--- config.mk ---
export PLATFORM = sky130hd
export DESIGN_NAME = game_state_ctrl
export DESIGN_NICKNAME = d
export VERILOG_FILES = /design/src/rtl/game_state_ctrl_pkg.sv /design/src/rtl/game_state_ctrl_btn_sync_edge.sv /design/src/rtl/game_state_ctrl.sv
export SDC_FILE = /design/constraint.sdc
export NUM_CORES = 1
export LEC_CHECK = 0
export ABC_AREA = 1
export CAP_MARGIN = 5
export CORE_MARGIN = 2
export CORE_UTILIZATION = 55
export DETAILED_ROUTE_END_ITERATION = 8
export DONT_BUFFER_PORTS = 1
export PLACE_DENSITY = 0.77
export SLEW_MARGIN = 20
export SYNTH_ARGS = -nofsm -noshare
export SYNTH_HDL_FRONTEND = slang
export SYNTH_SLANG_ARGS = --single-unit
--- constraint.sdc ---
create_clock -name clk -period 2.46 [get_ports clk]
set_input_delay 0.738 -clock clk [delete_from_list [all_inputs] [get_ports clk]]
set_output_delay 0.738 -clock clk [all_outputs]
set_load 0.01 [all_outputs]
--- src/rtl/game_state_ctrl_pkg.sv ---
// game_state_ctrl_pkg: shared game state encodings, default parameters and score arithmetic.
package game_state_ctrl_pkg;
  typedef enum logic [1:0] {
    IDLE           = 2'b00,
    OPENING_SCREEN = 2'b01,
    GAME_RUNNING   = 2'b10,
    GAME_OVER      = 2'b11
  } game_state_e;
  localparam int unsigned DEF_START_LIVES  = 3;
  localparam int unsigned DEF_INTRO_TICKS  = 120;
  localparam int unsigned DEF_INVULN_TICKS = 60;
  localparam int unsigned DEF_EXIT_BONUS   = 100;
  localparam int unsigned DEF_MAX_LEVEL    = 15;
  function automatic logic [15:0] sat_add16(input logic [15:0] a, input logic [15:0] b);
    logic [16:0] s;
    s = {1'b0, a} + {1'b0, b};
    return s[16] ? 16'hFFFF : s[15:0];
  endfunction
endpackage

--- src/rtl/game_state_ctrl_btn_sync_edge.sv ---
// btn_sync_edge: 2-flop synchroniser with rising-edge detect per bit.
module btn_sync_edge #(
  parameter int W = 5
) (
  input  logic         clk,
  input  logic         rst,
  input  logic [W-1:0] d_i,
  output logic [W-1:0] rise_o
);
  logic [W-1:0] s1_q, s2_q, prev_q;
  logic [1:0]   vld_q;
  // prev stays high until the synchroniser has filled, so a button held through reset never edges
  always_ff @(posedge clk) begin
    if (rst) begin
      s1_q   <= '0;
      s2_q   <= '0;
      prev_q <= '1;
      vld_q  <= '0;
    end else begin
      s1_q  <= d_i;
      s2_q  <= s1_q;
      vld_q <= {vld_q[0], 1'b1};
      if (vld_q[1]) prev_q <= s2_q;
    end
  end
  assign rise_o = s2_q & ~prev_q;
endmodule

--- src/rtl/game_state_ctrl.sv ---
// game_state_ctrl: game flow FSM with lives, level, score and post-hit immunity.
module game_state_ctrl
  import game_state_ctrl_pkg::*;
#(
  parameter int unsigned START_LIVES  = DEF_START_LIVES,
  parameter int unsigned INTRO_TICKS  = DEF_INTRO_TICKS,
  parameter int unsigned INVULN_TICKS = DEF_INVULN_TICKS,
  parameter int unsigned EXIT_BONUS   = DEF_EXIT_BONUS,
  parameter int unsigned MAX_LEVEL    = DEF_MAX_LEVEL
) (
  input  logic        clk,
  input  logic        rst,
  input  logic        game_tick,
  input  logic [4:0]  btn,
  input  logic        collision_detected,
  input  logic        exit_reached,
  output logic [1:0]  game_state,
  output logic        round_start,
  output logic [1:0]  lives,
  output logic [3:0]  level,
  output logic [15:0] score,
  output logic        invuln
);
  game_state_e state_q, state_d;
  logic [1:0]  lives_q, lives_d;
  logic [3:0]  level_q, level_d;
  logic [15:0] score_q, score_d, score_t;
  logic [15:0] intro_q, intro_d, inv_q, inv_d;
  logic        rs_q, start_evt;
  logic [3:0]  unused_rise;
  btn_sync_edge #(.W(5)) u_btn (
    .clk    (clk),
    .rst    (rst),
    .d_i    (btn),
    .rise_o ({unused_rise, start_evt})
  );
  always_comb begin
    state_d = state_q;
    lives_d = lives_q;
    level_d = level_q;
    score_d = score_q;
    intro_d = intro_q;
    inv_d   = (game_tick && inv_q != '0) ? inv_q - 16'd1 : inv_q;
    score_t = game_tick ? sat_add16(score_q, 16'd1) : score_q;
    case (state_q)
      IDLE, GAME_OVER: if (start_evt) begin
        state_d = OPENING_SCREEN;
        lives_d = 2'(START_LIVES);
        level_d = 4'd1;
        score_d = '0;
        intro_d = '0;
      end
      OPENING_SCREEN: begin
        intro_d = game_tick ? intro_q + 16'd1 : intro_q;
        if (start_evt || (game_tick && intro_q == 16'(INTRO_TICKS - 1))) state_d = GAME_RUNNING;
      end
      GAME_RUNNING: begin
        score_d = score_t;
        // exit takes priority over a same-cycle hit; the tick increment lands before the bonus
        if (exit_reached) begin
          state_d = OPENING_SCREEN;
          level_d = (level_q >= 4'(MAX_LEVEL)) ? level_q : level_q + 4'd1;
          score_d = sat_add16(score_t, 16'(EXIT_BONUS));
          inv_d   = '0;
          intro_d = '0;
        end else if (collision_detected && inv_q == '0) begin
          lives_d = lives_q - 2'd1;
          if (lives_q == 2'd1) state_d = GAME_OVER;
          else inv_d = 16'(INVULN_TICKS);
        end
      end
      default: ;
    endcase
  end
  always_ff @(posedge clk) begin
    if (rst) begin
      state_q <= IDLE;
      lives_q <= 2'(START_LIVES);
      level_q <= 4'd1;
      score_q <= '0;
      intro_q <= '0;
      inv_q   <= '0;
      rs_q    <= 1'b0;
    end else begin
      state_q <= state_d;
      lives_q <= lives_d;
      level_q <= level_d;
      score_q <= score_d;
      intro_q <= intro_d;
      inv_q   <= inv_d;
      rs_q    <= state_d == GAME_RUNNING && state_q != GAME_RUNNING;
    end
  end
  assign game_state  = state_q;
  assign round_start = rs_q;
  assign lives       = lives_q;
  assign level       = level_q;
  assign score       = score_q;
  assign invuln      = inv_q != '0;
endmodule

==> key figures, run 1 <==
Synthesis
  • Yosys Warn Count: 0
  • Synth async-reset ratio: 0%
  • Leading post-synthesis cells by cell area: dfxtp_1 32%, nand2_1 15%, inv_1 8.5%
  • Mapped cell area: 3850 µm²
  • Gate Count Post-Synth: slightly below 600
  • Most common cell in the netlist: nand2_1
  • Synth cell types: 43
  • Syn nets: 595
  • Register area share after synthesis: 32.2%
  • Largest area contributor in the netlist: dfxtp_1
  • Number of synthesized register bits: slightly above 60
  • Number of synthesized flops with an enable pin: 0
  • Avg Inst Size Synth: 6.68 µm²
  • Top cells by count, synth: 150 x nand2_1, 87 x inv_1, 62 x dfxtp_1, 62 x nor2_1, 29 x nand3_1
  • Post-synth top area share: approximately a third
  • Main synth FF type: dfxtp_1

Power
  • Clk pwr share: 32.9%
  • P_sw: 1.10 mW
  • Int Pwr: about 2.1 mW
  • Gate power share: between 20 and 30%
  • Peak supply drop: 0.000337 V
  • Switching share of power: 34.7%
  • Reg power frac: 38.7%
  • PwrDens: approximately 700 nW/µm²
  • Leak: 1.99 nW

STA
  • Hold violation count in the final report: 0
  • Crit share post-route: 93.1%
  • Fin Clk Skew: roughly 4.8 ps
  • Worst setup margin: approximately 170 ps
  • Tightest Pin Transition: 515 ps
  • Max transition margin: roughly two thirds
  • # setup viols final: 0
  • Final Max Tran Viols: 0
  • Setup TNS: 0 ps
  • Hold_ws: 407 ps
  • Fin crit period: 2290 ps
  • F_max: approximately 0.44 GHz

Cells and area
  • Final net count: 623
  • Design Area, Final: between 4000 and 5000 µm²
  • Share of cells above drive strength 1: between 10% and 20%
  • Number of fill cells in the layout: 596
  • # diodes: 0
  • Fin cells: 706
  • Synth-to-layout area growth: 14.9%

Worst setup path
  • Crit start category: flip-flop
  • Slowest-stage cell, CP: dfxtp_1
  • Crit-path max FO: 5
  • CP Cell Sequence: buf_4 > ha_1 > inv_1 > o21ai_2 > nor2_4 > inv_2 > nor3_4 > nand2_2 > nor3_4 > nand3_2 > nor2_4 > nand3_1 > nor2_1 > nor2_1
  • Crit path required time: 2710 ps
  • Setup crit end kind: flip-flop
  • Slowest stage delay, CP: 320 ps
  • Arrival time worst endpoint: 2540 ps
  • CP Class: reg2reg

Placed design
  • Post-place setup slack: between 40 and 50 ps
  • IO Port Bufs: 0
  • Placed cell area: 4080 µm²
  • HPWL Detailed: 6720 µm
  • RePlAce Congestion: 0.879
  • Cell Count Post-Placement: between 600 and 700

Run status
  • Status: complete, no violations

Die
  • Die height: 87.7 µm
  • Die W: 87.7 µm
  • CORE AREA: 6790 µm²
  • Initial core utilization: 56.7%
  • Cell Rows: 30
  • # IOs: 36
  • Die area: 7690 µm²

Worst hold path
  • Hold WC Path Type: reg2reg

Global route
  • Vias in the first global route: around 3500
  • Gr usage total: between 20% and 30%
  • Remaining global-route overflow: 0
  • Largest net degree at the start of global routing: 24
  • Initial antenna violation count: 0
  • First-pass GRT wire length: 15000 µm

Route
  • Initial drt markers: 168
  • Final ANT Viol Nets: 0
  • Post-DR vias/cell: 5.32
  • Detailed-route via count: ~3800
  • DRC viols: 0
  • Drt wl/cell: 13.0 µm
  • 1st-pass router iterations: 5
  • Final WL: just over 9000 µm

CTS
  • CTS max path bufs: 2
  • Clk_lat worst skew: 340 ps
  • # clock sinks: 62
  • Hold_buf cts: 0
  • TritonCTS clock tree: built
  • Number of H-tree levels: 3
  • CTS buffer count: 9
  • Root buffer cell: clkbuf_8
  • Worst-path clk slew: 70 ps

Job
  • Max-cap viol count: 0
==> worst max-delay path: cells and delay by family (launching register included) <==
kind | cells | cell delay, ps
buffers and inverters | 3 | 340
AO/OA/AOI/OAI | 1 | 80
flip-flops | 1 | 320
AND/OR/NAND/NOR | 9 | 1230
adder cells (fa/ha/maj) | 1 | 230
==> cells in the final DEF (no fill, tap or decap), types with 7 or more instances in the layout <==
master and count:
nand3_1 27, nor2_2 10, a21oi_2 10, nand4_1 14, nor2_1 58, nand2_1 144
nand2_2 13, a21oi_1 28, nor2_4 8, clkbuf_8 11, inv_1 86, nor3_1 10
nand3_2 7, o21ai_0 24, buf_4 27, xor2_1 14, dfxtp_1 60
==> worst paths after layout <==
kind	startpoint	end	slack (ps)	depth (start not counted)
hold / removal	u_btn.s1_q[0]	u_btn.s2_q[0]	410	2
setup reg to reg	game_state[0]	intro_q[14]	170	14
setup / recovery	game_state[0]	intro_q[14]	170	14
hold reg to reg	u_btn.s1_q[0]	u_btn.s2_q[0]	410	2
==> logic make-up (layout without fill, tap and decap cells) <==
group	Yosys count	after routing	synth area share [%]
simple gates	309	310	38.3
buf+inv	101	133	10.4
compound gates	77	77	11.9
flops	62	62	32.2
xor+xnor	20	20	4.54
fa+ha+maj	8	8	2.60
==> stage by stage <==
stage                     utilization (%)  power, mW
final                                65.2       3.18
after global routing                 65.2       3.40
after CTS                            63.5       3.17
after detailed placement             60.1       2.11
after global placement               60.1       2.08
after floorplan                         -       1.94
==> final cells by class <==
cell class	count	area, µm²	area share, %
inverters	90	338	7.62
repair buffers	27	203	4.57
flip-flops and latches	62	1240	28.1
clock buffers	11	151	3.42
clock inverters	5	81.3	1.84
multi-input cells	415	2290	51.8
well taps	96	120	2.71
==> routing by layer <==
metal | share of wire [%] | global-route usage (%) | vias up
met5 | 0 | 0 | -
met4 | 1.7 | 11.2 | 0
met3 | 6.0 | 5.75 | 17
met2 | 50 | 43.9 | 101
met1 | 42 | 28.2 | 1740
li1 | - | - | 1900
==> registers in the layout, indices dropped and copies added, names as in the netlist <==
register	cells
lives	2
level	4
u_btn.prev_q	1
round_start	1
inv_q	16
game_state	2
score	16
u_btn.s1_q	1
u_btn.s2_q	1
u_btn.vld_q	2
intro_q	16
==> power groups by stage <==
stage	Clock, mW	Combinational, mW	Sequential, mW
floorplan	0	0.715	1.23
global placement	0	0.834	1.24
detailed placement	0	0.860	1.25
CTS	1.06	0.873	1.23
global route	1.10	1.05	1.25
finish	1.05	0.904	1.23
==> what timing repair did <==
action / in CTS / in global routing
buffers inserted: 0 / 4
setup endpoints to repair: 0 / 17
resized for setup: 0 / 21
endpoints found under the hold margin: 0 / 0
Power figures use the tool's default switching activity.
==> run 2, diff against run 1 <==
- MAX_ROUTING_LAYER: not set -> met4
==> key figures, run 2 (synthesized netlist as in run 1, its figures left out) <==
CTS
  • # clock sinks: 62 (unchanged)
  • Hold_buf cts: 0 (unchanged)
  • TritonCTS clock tree: built (unchanged)
  • Number of H-tree levels: 3 (unchanged)
  • Clk_lat worst skew: 350 ps (was 340 ps)
  • CTS buffer count: 9 (unchanged)
  • Worst-path clk slew: 70 ps (about the same)
  • Root buffer cell: clkbuf_8 (unchanged)
  • CTS max path bufs: 2 (unchanged)

Power
  • PwrDens: 719 nW/µm² (was 718 nW/µm²)
  • Peak supply drop: 0.000336 V (was 0.000337 V)
  • Pwr Total: 3.18 mW (about the same)
  • Leak: 1.99 nW (unchanged)

Cells and area
  • Storage cell area: 1240 µm² (unchanged)
  • Fin cells: 706 (unchanged)
  • Design Area, Final: 4430 µm² (unchanged)
  • Share of cells above drive strength 1: 18.2% (unchanged)
  • Area of the multi-input gates: 2290 µm² (unchanged)
  • # diodes: 0 (unchanged)
  • Synth-to-layout area growth: 14.9% (unchanged)
  • Final net count: 623 (unchanged)
  • Most common cell after layout, fill and taps aside: nand2_1 (unchanged)
  • Fin util: 65.2% (unchanged)
  • Most frequent cells in the layout: 144 x nand2_1, 86 x inv_1, 60 x dfxtp_1 (unchanged)
  • Number of fill cells in the layout: 596 (unchanged)

Worst setup path
  • Setup crit end kind: flip-flop (unchanged)
  • Crit path required time: 2710 ps (about the same)
  • CP Cell Sequence: buf_4 > ha_1 > inv_1 > o21ai_2 > nor2_4 > inv_2 > nor3_4 > nand2_2 > nor3_4 > nand3_2 > nor2_4 > nand3_1 > nor2_1 > nor2_1 (unchanged)
  • Slowest-stage cell, CP: dfxtp_1 (unchanged)
  • Crit start category: flip-flop (unchanged)
  • CP Class: reg2reg (unchanged)
  • Arrival time worst endpoint: 2540 ps (about the same)
  • Slowest stage delay, CP: 320 ps (about the same)
  • Crit-path max FO: 5 (unchanged)

Global route
  • Remaining global-route overflow: 0 (unchanged)
  • Initial antenna violation count: 0 (unchanged)
  • Largest net degree at the start of global routing: 24 (unchanged)
  • First-pass GRT wire length: 15000 µm (unchanged)
  • Vias in the first global route: 3508 (was 3502)
  • Gr usage total: 25.5% (was 24.8%)

Placed design
  • Cell Count Post-Placement: 685 (unchanged)
  • IO Port Bufs: 0 (unchanged)
  • RePlAce Congestion: 0.894 (was 0.879)
  • Post-place setup slack: 48.1 ps (unchanged)
  • Placed cell area: 4080 µm² (unchanged)
  • HPWL Detailed: 6720 µm (unchanged)

Die
  • CORE AREA: 6790 µm² (unchanged)
  • Die height: 87.7 µm (unchanged)
  • Die W: 87.7 µm (unchanged)
  • Die area: 7690 µm² (unchanged)
  • # IOs: 36 (unchanged)
  • Cell Rows: 30 (unchanged)
  • Initial core utilization: 56.7% (unchanged)

STA
  • Tightest Pin Transition: 521 ps (was 515 ps)
  • Crit share post-route: 93.0% (was 93.1%)
  • F_max: 0.437 GHz (was 0.436 GHz)
  • Final Max Tran Viols: 0 (unchanged)
  • # setup viols final: 0 (unchanged)
  • Worst setup margin: 173 ps (was 169 ps)
  • Hold_ws: 406 ps (was 407 ps)
  • Fin crit period: 2290 ps (about the same)
  • Fin Clk Skew: 6.49 ps (was 4.84 ps)
  • Setup TNS: 0 ps (unchanged)
  • Hold violation count in the final report: 0 (unchanged)
  • Max transition margin: 65.3% (was 65.6%)

Job
  • Max-cap viol count: 0 (unchanged)

Route
  • Drt wl/cell: 12.9 µm (was 13.0 µm)
  • Detailed-route via count: 3747 (was 3758)
  • Final WL: 9130 µm (was 9160 µm)
  • Final ANT Viol Nets: 0 (unchanged)
  • Post-DR vias/cell: 5.31 (was 5.32)
  • Initial drt markers: 177 (was 168)
  • DRC viols: 0 (unchanged)
  • 1st-pass router iterations: 6 (was 5)

Worst hold path
  • Hold WC Path Type: reg2reg (unchanged)

Run status
  • Status: complete, no violations (unchanged)
## run 2: layout make-up
type,instances,area share [%]
Multi-Input combinational cell,415,51.8
Sequential cell,62,28.1
Inverter,90,7.62
Timing Repair Buffer,27,4.57
Clock buffer,11,3.42
Tap cell,96,2.71
Clock inverter,5,1.84
## run 2: power by group
part | internal, mW | switching (mW)
sequential | 1.13 | 0.106
clock | 0.626 | 0.422
combinational | 0.325 | 0.578
## run 2: what timing repair did
action,4_1_cts,5_1_grt
buffers inserted,0,4
gates resized for setup,0,21
setup endpoints to repair,0,17
## run 2: path summary, 6_finish.rpt
| kind | startpoint | endpoint | slack, ps | cells after the start |
|---|---|---|---|---|
| max | game_state[0] | intro_q[14] | 170 | 14 |
| max reg2reg | game_state[0] | intro_q[14] | 170 | 14 |
| min reg2reg | u_btn.s1_q[0] | u_btn.s2_q[0] | 410 | 2 |
| min | u_btn.s1_q[0] | u_btn.s2_q[0] | 410 | 2 |
## run 2: worst max-delay path: cells and delay by family, from the launching register on
family,cells,cell delay [ps]
AND/OR/NAND/NOR,9,1220
flip-flops,1,320
buffers and inverters,3,340
AO/OA/AOI/OAI,1,80
adder cells (fa/ha/maj),1,230
## run 2: per-layer routing
layer	up-vias	track usage (%)	share of wire, %
li1	1899	-	-
met1	1732	28.4	43
met2	97	43.9	50
met3	19	5.37	5.1
met4	0	11.2	2.0
met5	-	-	0
==> run 3, diff against run 2 <==
- SKIP_LAST_GASP: not set -> 1
==> results of run 3 <==
Final layout, timing and power as in run 2 (identical DEF).
==> variant (flow settings as in run 1) <==
Remove the register `rs_q`: a continuous assignment takes its place, so the output `round_start` follows one clock earlier.
--- a/src/rtl/game_state_ctrl.sv
+++ b/src/rtl/game_state_ctrl.sv
@@ -82,3 +82,2 @@
       inv_q   <= '0;
-      rs_q    <= 1'b0;
     end else begin
@@ -90,5 +89,6 @@
       inv_q   <= inv_d;
-      rs_q    <= state_d == GAME_RUNNING && state_q != GAME_RUNNING;
     end
   end
+
+  assign rs_q = state_d == GAME_RUNNING && state_q != GAME_RUNNING;
   assign game_state  = state_q;
Function: changed (a bounded check fails within 10 cycles, from zero or initial values and one cycle with rst high).
==> variant against run 1 <==
The flow now finishes with violations (setup timing). Global-route usage down 0.15 points. Routed wire length up 3.8%. Synthesized area fell by 1.9%. Design area rose by 1.3%. Sequential cell count fell by 1. Total power increased by 4.5%. Critical path type is now register to output port. Critical path depth shrank 3. Largest cell class unchanged. Worst setup slack lost 280 ps.
==> variant: results (changes against run 1) <==
----------------------------------------------------
[Layout]
  Nets ... 637 (was 623)
  Relative area of clock buffers and inverters in the final design ... 3.74% (was 5.25%)
  Area of the multi-input gates ... 0.00234 sq mm (was 0.00229 sq mm)
  Filler cell count in the final layout ... 582 (was 596)
  Number of inverters outside the clock class in the layout ... 83 (was 90)
  Combined flip-flop and latch cell area ... 0.00123 sq mm (was 0.00124 sq mm)
  Comb_multi_in ... 419 (was 415)

[GRT]
  Tot GR Track Use ... 24.6% (was 24.8%)
  Via count of the first global-routing pass ... 3382 (was 3502)

[Routing]
  Post-detailed-routing wire length ... 9.51 mm (was 9.16 mm)
  DRT iter0 DRCs ... 244 (was 168)
  Routed vias ... 3852 (was 3758)

[Setup path]
  Crit path max-delay cell type ... sky130_fd_sc_hd__dfxtp_2 (was sky130_fd_sc_hd__dfxtp_1)
  Setup slack of the worst register-to-register path ... 90 ps (was 170 ps)
  Critical path launch point ... inv_q[0] (was game_state[0])
  Start of the worst register-to-register path ... score[1] (was game_state[0])
  Depth of the most critical reg-to-reg path ... 16 (was 14)
  Reg-to-reg critical path endpoint ... score[4] (was intro_q[14])
  Critical path endpoint ... round_start (was intro_q[14])

[Power and ir drop]
  Peak supply drop ... 0.804 mV (was 0.337 mV)

[Status]
  Violated checks ... setup timing
  Result of the run ... complete, but fails checks (was complete, no violations)

[STA]
  Total Negative Setup Slacks ... -113 ps (was 0 ps)
  Smallest setup slack after layout ... -113 ps (was 169 ps)
  Final setup violation count ... 1 (was 0)

[Synthesis]
  Cell types with the highest counts after synthesis ... 149 x sky130_fd_sc_hd__nand2_1, 78 x sky130_fd_sc_hd__inv_1, 69 x sky130_fd_sc_hd__nor2_1 (was 150 x sky130_fd_sc_hd__nand2_1, 87 x sky130_fd_sc_hd__inv_1, 62 x sky130_fd_sc_hd__dfxtp_1, 62 x sky130_fd_sc_hd__nor2_1, 29 x sky130_fd_sc_hd__nand3_1)
  Cell count after synthesis ... 572 (was 577)
  Post-synth cell types ... 45 (was 43)
  Sequential area share after synthesis ... 32.3% (was 32.2%)
  Register bit count reported by yosys ... 61 (was 62)

[Place]
  Pre-CTS WS ... -32.2 ps (was 48.1 ps)

[CTS]
  Number of resized instances in the post-cts repair step ... 17 (was 0)
  Post-CTS Setup Bufs ... 6 (was 0)

----------------------------------------------------
## variant: worst register-to-register path: cells and delay by family, from the launching register on
family,cells,cell delay [ps]
AND/OR/NAND/NOR,12,1410
adder cells (fa/ha/maj),2,350
flip-flops,1,340
AO/OA/AOI/OAI,1,160
buffers and inverters,1,40
## variant: logic make-up after synthesis
logic type / Yosys count / synth area share, %
flops: 61 / 32.3
xor+xnor: 21 / 4.86
compound gates: 76 / 11.2
fa+ha+maj: 8 / 2.65
buf+inv: 93 / 9.95
simple gates: 313 / 39.1
## variant: power groups by stage
stage	combinational [W]	sequential (W)	clock [W]
2_1_floorplan	0.000782	0.00125	0
3_3_place_gp	0.000958	0.00127	0
3_5_place_dp	0.000995	0.00127	0
4_1_cts	0.00116	0.00126	0.000796
5_1_grt	0.00140	0.00130	0.000843
6_report	0.00125	0.00128	0.000790
## variant: layer usage
metal	GRT usage, %	wire length (um)	up-vias
met5	0	0	-
met4	7.67	176	0
met3	7.68	635	27
met2	41.0	4680	141
met1	30.4	4010	1753
li1	-	-	1931
